**config.mk**
```make
export PLATFORM = sky130hd
export DESIGN_NAME = ps2_keyboard_rx
export DESIGN_NICKNAME = d
export VERILOG_FILES = /design/src/rtl/ps2_pkg.sv /design/src/rtl/ps2_glitch_filter.sv /design/src/rtl/ps2_keyboard_rx.sv
export SDC_FILE = /design/constraint.sdc
export NUM_CORES = 1
export LEC_CHECK = 0
export CAP_MARGIN = 20
export CORE_UTILIZATION = 52
export DETAILED_ROUTE_END_ITERATION = 10
export GPL_ROUTABILITY_DRIVEN = 1
export HOLD_SLACK_MARGIN = 0.02
export PLACE_DENSITY = 0.81
export SYNTH_ARGS = -nofsm -noshare
export SYNTH_HDL_FRONTEND = slang
export SYNTH_SLANG_ARGS = --single-unit
```
**constraint.sdc**
```tcl
create_clock -name iCLK_50M -period 1.8 [get_ports iCLK_50M]
set_input_delay 0.27 -clock iCLK_50M [delete_from_list [all_inputs] [get_ports iCLK_50M]]
set_output_delay 0.27 -clock iCLK_50M [all_outputs]
set_load 0.05 [all_outputs]
```
**src/rtl/ps2_pkg.sv**
```systemverilog
// Shared types and constants for the PS/2 keyboard receiver.
package ps2_pkg;

    typedef enum logic [1:0] {
        ST_IDLE,
        ST_DATA,
        ST_PARITY,
        ST_STOP
    } ps2_state_e;

    localparam logic [7:0] PS2_PREFIX_EXT = 8'hE0;
    localparam logic [7:0] PS2_PREFIX_BRK = 8'hF0;

    localparam logic [7:0] PS2_KEY_LEFT   = 8'h6B;
    localparam logic [7:0] PS2_KEY_RIGHT  = 8'h74;
    localparam logic [7:0] PS2_KEY_DOWN   = 8'h72;
    localparam logic [7:0] PS2_KEY_ROTATE = 8'h75;

endpackage

```
**src/rtl/ps2_glitch_filter.sv**
```systemverilog
// Two-flop synchronizers for PS/2 clock and data, plus a run-length glitch
// filter on the clock that yields a filtered level and a falling-edge strobe.
module ps2_glitch_filter #(
    parameter int FILTER_LEN = 8
) (
    input  logic clk_i,
    input  logic rst_n_i,
    input  logic ps2_clk_i,
    input  logic ps2_dat_i,
    output logic clk_filt_o,
    output logic fall_o,
    output logic dat_sync_o
);

    localparam int CW = (FILTER_LEN > 1) ? $clog2(FILTER_LEN) : 1;
    localparam logic [CW-1:0] CNT_LAST = CW'(FILTER_LEN - 1);

    logic [1:0]    clk_sync_q;
    logic [1:0]    dat_sync_q;
    logic          filt_q;
    logic          fall_q;
    logic [CW-1:0] cnt_q;

    // cnt_q counts consecutive samples that disagree with the filtered level.
    always_ff @(posedge clk_i) begin
        if (!rst_n_i) begin
            clk_sync_q <= 2'b11;
            dat_sync_q <= 2'b11;
            filt_q     <= 1'b1;
            fall_q     <= 1'b0;
            cnt_q      <= '0;
        end else begin
            clk_sync_q <= {clk_sync_q[0], ps2_clk_i};
            dat_sync_q <= {dat_sync_q[0], ps2_dat_i};
            fall_q     <= 1'b0;
            if (clk_sync_q[1] == filt_q) begin
                cnt_q <= '0;
            end else if (cnt_q == CNT_LAST) begin
                filt_q <= clk_sync_q[1];
                fall_q <= filt_q;
                cnt_q  <= '0;
            end else begin
                cnt_q <= cnt_q + 1'b1;
            end
        end
    end

    assign clk_filt_o = filt_q;
    assign fall_o     = fall_q;
    assign dat_sync_o = dat_sync_q[1];

endmodule

```
**src/rtl/ps2_keyboard_rx.sv**
```systemverilog
// PS/2 keyboard frame receiver with E0/F0 prefix tracking and frame timeout.
// Optional arrow-key level map is built when PS2_KEYMAP_EN is defined.
module ps2_keyboard_rx
    import ps2_pkg::*;
#(
    parameter int FILTER_LEN     = 8,
    parameter int TIMEOUT_CYCLES = 50000
) (
    input  logic       iCLK_50M,
    input  logic       iRST_N,
    input  logic       iPS2_CLK,
    input  logic       iPS2_DAT,
    output logic [7:0] oScan_Code,
    output logic       oScan_Valid,
    output logic       oBreak,
    output logic       oExtended,
    output logic       oParity_Err,
    output logic       oKey_Left,
    output logic       oKey_Right,
    output logic       oKey_Down,
    output logic       oKey_Rotate
);

    // state     | meaning
    // ST_IDLE   | waiting for a start bit (data=0 on a strobe)
    // ST_DATA   | shifting in 8 data bits, LSB first
    // ST_PARITY | capturing the parity bit
    // ST_STOP   | checking stop bit and odd parity, then deliver or drop

    localparam int TW = $clog2(TIMEOUT_CYCLES);
    localparam logic [TW-1:0] TMO_LAST = TW'(TIMEOUT_CYCLES - 1);

    logic strobe;
    logic dat_s;
    logic ps2_clk_filt_unused;

    ps2_glitch_filter #(.FILTER_LEN(FILTER_LEN)) u_filter (
        .clk_i      (iCLK_50M),
        .rst_n_i    (iRST_N),
        .ps2_clk_i  (iPS2_CLK),
        .ps2_dat_i  (iPS2_DAT),
        .clk_filt_o (ps2_clk_filt_unused),
        .fall_o     (strobe),
        .dat_sync_o (dat_s)
    );

    ps2_state_e    state_q, state_d;
    logic [2:0]    bit_cnt_q, bit_cnt_d;
    logic [7:0]    shift_q, shift_d;
    logic          par_q, par_d;
    logic          brk_q, brk_d;
    logic          ext_q, ext_d;
    logic [TW-1:0] tmo_q, tmo_d;
    logic [7:0]    code_q, code_d;
    logic          valid_q, valid_d;
    logic          brk_out_q, brk_out_d;
    logic          ext_out_q, ext_out_d;
    logic          perr_q, perr_d;
`ifdef PS2_KEYMAP_EN
    logic [3:0]    keys_q, keys_d;
`endif

    always_ff @(posedge iCLK_50M) begin
        if (!iRST_N) begin
            state_q   <= ST_IDLE;
            bit_cnt_q <= '0;
            shift_q   <= '0;
            par_q     <= 1'b0;
            brk_q     <= 1'b0;
            ext_q     <= 1'b0;
            tmo_q     <= '0;
            code_q    <= '0;
            valid_q   <= 1'b0;
            brk_out_q <= 1'b0;
            ext_out_q <= 1'b0;
            perr_q    <= 1'b0;
`ifdef PS2_KEYMAP_EN
            keys_q    <= '0;
`endif
        end else begin
            state_q   <= state_d;
            bit_cnt_q <= bit_cnt_d;
            shift_q   <= shift_d;
            par_q     <= par_d;
            brk_q     <= brk_d;
            ext_q     <= ext_d;
            tmo_q     <= tmo_d;
            code_q    <= code_d;
            valid_q   <= valid_d;
            brk_out_q <= brk_out_d;
            ext_out_q <= ext_out_d;
            perr_q    <= perr_d;
`ifdef PS2_KEYMAP_EN
            keys_q    <= keys_d;
`endif
        end
    end

    always_comb begin
        state_d   = state_q;
        bit_cnt_d = bit_cnt_q;
        shift_d   = shift_q;
        par_d     = par_q;
        brk_d     = brk_q;
        ext_d     = ext_q;
        code_d    = code_q;
        valid_d   = 1'b0;
        brk_out_d = brk_out_q;
        ext_out_d = ext_out_q;
        perr_d    = 1'b0;
`ifdef PS2_KEYMAP_EN
        keys_d    = keys_q;
`endif
        // Saturate while idle so the counter never wraps into a false timeout.
        if (strobe)                tmo_d = '0;
        else if (tmo_q == TMO_LAST) tmo_d = tmo_q;
        else                       tmo_d = tmo_q + 1'b1;

        if (strobe) begin
            case (state_q)
                ST_IDLE: begin
                    if (!dat_s) begin
                        state_d   = ST_DATA;
                        bit_cnt_d = '0;
                    end
                end
                ST_DATA: begin
                    shift_d   = {dat_s, shift_q[7:1]};
                    bit_cnt_d = bit_cnt_q + 1'b1;
                    if (bit_cnt_q == 3'd7) state_d = ST_PARITY;
                end
                ST_PARITY: begin
                    par_d   = dat_s;
                    state_d = ST_STOP;
                end
                ST_STOP: begin
                    state_d = ST_IDLE;
                    if (dat_s && (^{shift_q, par_q})) begin
                        if (shift_q == PS2_PREFIX_BRK) begin
                            brk_d = 1'b1;
                        end else if (shift_q == PS2_PREFIX_EXT) begin
                            ext_d = 1'b1;
                        end else begin
                            valid_d   = 1'b1;
                            code_d    = shift_q;
                            brk_out_d = brk_q;
                            ext_out_d = ext_q;
                            brk_d     = 1'b0;
                            ext_d     = 1'b0;
`ifdef PS2_KEYMAP_EN
                            if (ext_q) begin
                                case (shift_q)
                                    PS2_KEY_LEFT:   keys_d[0] = !brk_q;
                                    PS2_KEY_RIGHT:  keys_d[1] = !brk_q;
                                    PS2_KEY_DOWN:   keys_d[2] = !brk_q;
                                    PS2_KEY_ROTATE: keys_d[3] = !brk_q;
                                    default:        keys_d    = keys_q;
                                endcase
                            end
`endif
                        end
                    end else begin
                        perr_d = 1'b1;
                        brk_d  = 1'b0;
                        ext_d  = 1'b0;
                    end
                end
                default: state_d = ST_IDLE;
            endcase
        end else if (state_q != ST_IDLE && tmo_q == TMO_LAST) begin
            state_d = ST_IDLE;
            brk_d   = 1'b0;
            ext_d   = 1'b0;
        end
    end

    assign oScan_Code  = code_q;
    assign oScan_Valid = valid_q;
    assign oBreak      = brk_out_q;
    assign oExtended   = ext_out_q;
    assign oParity_Err = perr_q;

`ifdef PS2_KEYMAP_EN
    assign oKey_Left   = keys_q[0];
    assign oKey_Right  = keys_q[1];
    assign oKey_Down   = keys_q[2];
    assign oKey_Rotate = keys_q[3];
`else
    assign oKey_Left   = 1'b0;
    assign oKey_Right  = 1'b0;
    assign oKey_Down   = 1'b0;
    assign oKey_Rotate = 1'b0;
`endif

endmodule

```
==> flow_summary.ini <==
[layout]
final_common_cell = dfxtp_1
stdcell_count = 352
layout.nets = 314
final_cell_mix = dfxtp_1 (48), nand2_1 (42), buf_4 (18), nand3_1 (17), clkdlybuf4s50_1 (15)
synthToLayoutAreaGrowth_pct = 16.0
fin_util = 0.646
drive_gt1_frac = 0.133
diodes = 0

[critical_path]
crit_chain = or4b_4 > or4_4 > xnor2_2 > nor2_1
crit_slowest_cell = or4b_4
criticalPathCategory = register to register
cp_data_required_time_ns = 1.98
endpoint_kind = register
slowest_delay_ns = 0.55
crit_arrival_ns = 1.93
cp-start-kind = register
worstPathMaxFanout = 4

[sta]
max_slew_margin = 0.657
fin_ws_ns = 0.0447
fin_crit_ns = 1.76
finalCritPeriodShare = 0.975
setup_viol = 0
hold_slack_ns = 0.417
final_max_slew_viol_count = 0
finalClockSkew_ns = 0.00677
worstMarginPinSlew_ns = 0.515
max_freq_ghz = 0.570
final_hold_viol_count = 0

[synthesis]
synth-seq-area-share = 0.423
ys_ff_latch = 53
ys_warn_count = 0
synth_top_area_share = 0.423
synth_flop_cell = dfxtp_1
synth.avg_cell_area_um2 = 9.18
synthCells = 273
yosysTopAreaCell = dfxtp_1
async_flop_share = 0
synthTopCellsByArea = dfxtp_1 (42%), nand2_1 (6.3%), mux2i_1 (5.2%)
synth_edf_count = 0
ys_types = 48
netlist_area_mm2 = 0.00251

[die]
coreArea_mm2 = 0.00450
rows = 24
die_area_mm2 = 0.00510
dieWidth_um = 71.4
start_util = 0.557
die_h_um = 71.4
ios = 20

[pwr]
peakVddDrop_mv = 0.445
power.leakage_nw = 1.07
p_seq_frac = 0.632
switching_share = 0.223
p_switching_uw = 420
intPower_mw = 1.47
power_frac_comb = 0.041
power.density_mw_per_mm2 = 649
p_clk_frac = 0.327

[global_route]
grt-ovfl-total = 0
grt_max_degree = 20
grt_pass1_wl_mm = 8.29
antenna_found_initial = 0
grt_use_total = 0.207
grt_pass1_vias = 1857

[clocking]
clockRootBuffer = clkbuf_8
clkSinkCount = 53
cts_max_path_buffers = 2
cts.reportedPaths.clkPinSlew_ns = 0.09
cts_buffers = 5
cts_tree = yes
ctsHoldBuffers = 0
htreeDepth = 2
insertion_delay_ns = 0.31

[worst_hold_path]
hp-class = register to register

[drt]
route.detailed.drc = 0
dr_total_vias = 1950
wirelength_mm = 4.79
avgViaCountPerCell = 5.54
post_drt_wl_per_cell_um = 13.6
first_pass_iters = 4
drtIter0Drc = 160
final_antenna_net_count = 0

[placed_design]
place.gp.congestion = 0.814
dp_worst_setup_slack_ns = 0.0129
dp_hpwl_mm = 3.47
placed_cells = 345
portBuffers = 15

[outcome]
outcome = complete, no violations

[flow_run]
maxCapViolations = 0
## path summary, 6_finish.rpt
| check | startpoint | to | slack, ns | cells past startpoint |
|---|---|---|---|---|
| worst min register to register | u_filter.clk_sync_q[0]$_SDFF_PN1_ | u_filter.clk_sync_q[1]$_SDFF_PN1_ | 0.42 | 1 |
| worst max register to register | tmo_q[11]$_SDFFE_PP0N_ | tmo_q[0]$_SDFFE_PP0N_ | 0.04 | 4 |
| worst max-delay path | tmo_q[11]$_SDFFE_PP0N_ | tmo_q[0]$_SDFFE_PP0N_ | 0.04 | 4 |
| worst min-delay path | u_filter.clk_sync_q[0]$_SDFF_PN1_ | u_filter.clk_sync_q[1]$_SDFF_PN1_ | 0.42 | 1 |
## power groups by stage
stage | combinational (mW) | clock [mW] | sequential, mW
floorplan | 0.0626 | 0 | 1.22
global placement | 0.0723 | 0 | 1.22
detailed placement | 0.0755 | 0 | 1.22
CTS | 0.0755 | 0.636 | 1.19
global route | 0.0843 | 0.684 | 1.19
finish | 0.0774 | 0.616 | 1.19
## synthesized netlist by cell type (5+ instances only)
cell type  number
a21boi_0       11
a21oi_1         8
and2_1          8
clkbuf_1        9
dfxtp_1        53
ha_1            9
inv_1           7
mux2i_1        13
nand2_1        42
nand2b_1        6
nand3_1        18
nand4_1         6
nor2_1         13
nor2b_1         5
o21ai_0         7
xnor2_1         5
xor2_1          9
## layer usage
| metal | wire (um) | track usage |
|---|---|---|
| met5 | 0 | 0 |
| met4 | 72 | 0.0689 |
| met3 | 188 | 0.0506 |
| met2 | 2300 | 0.339 |
| met1 | 2230 | 0.268 |
## worst max-delay path, delay by kind of cell, from the launching register on
kind	cells	cell delay [ns]
DFF	1	0.34
and+or+nand+nor	3	1.15
xor gates and xnor gates	1	0.13
## timing repair
action / 4_1_cts / 5_1_grt
pin swaps: 0 / 1
cloned: 0 / 0
setup buffers: 0 / 1
resized for setup: 1 / 10
endpoints found under the setup margin: 1 / 11
## registers in the layout, summed over array words and instances (netlist names), 2 cells and up
name	cells
tmo_q	16
oScan_Code	8
shift_q	8
bit_cnt_q	3
u_filter.cnt_q	3
state_q	2
u_filter.clk_sync_q	2
u_filter.dat_sync_q	2
## layout make-up
type | count | area (um^2)
clock buffer | 5 | 68.8
clock inverter | 1 | 5.00
fill | 375 | 1600
inverter | 7 | 26.3
multi-input combinational | 199 | 1370
sequential | 53 | 1070
tap | 52 | 65.1
timing repair buffer | 35 | 308
## kinds of logic (layout without fill, tap and decap cells)
family	count (synthesis)	count (layout)	share of synthesized area
AO/OA/AOI/OAI	37	37	0.0993
XOR/XNOR	17	17	0.0768
adder cells (fa/ha/maj)	9	9	0.0449
buffers and inverters	24	48	0.0454
flip-flops	53	53	0.423
multiplexers	14	14	0.0574
other	1	4	0.00150
AND/OR/NAND/NOR	118	118	0.252
## through the flow
step	area [um^2]	TNS, ns	power (mW)
after floorplan	2520	0	1.28
after global placement	2790	0	1.29
after detailed placement	2790	0	1.29
after CTS	2870	0	1.90
after global routing	2910	-0.00629	1.96
final	2910	0	1.89
Note: power is estimated with default switching activity, not from simulation.
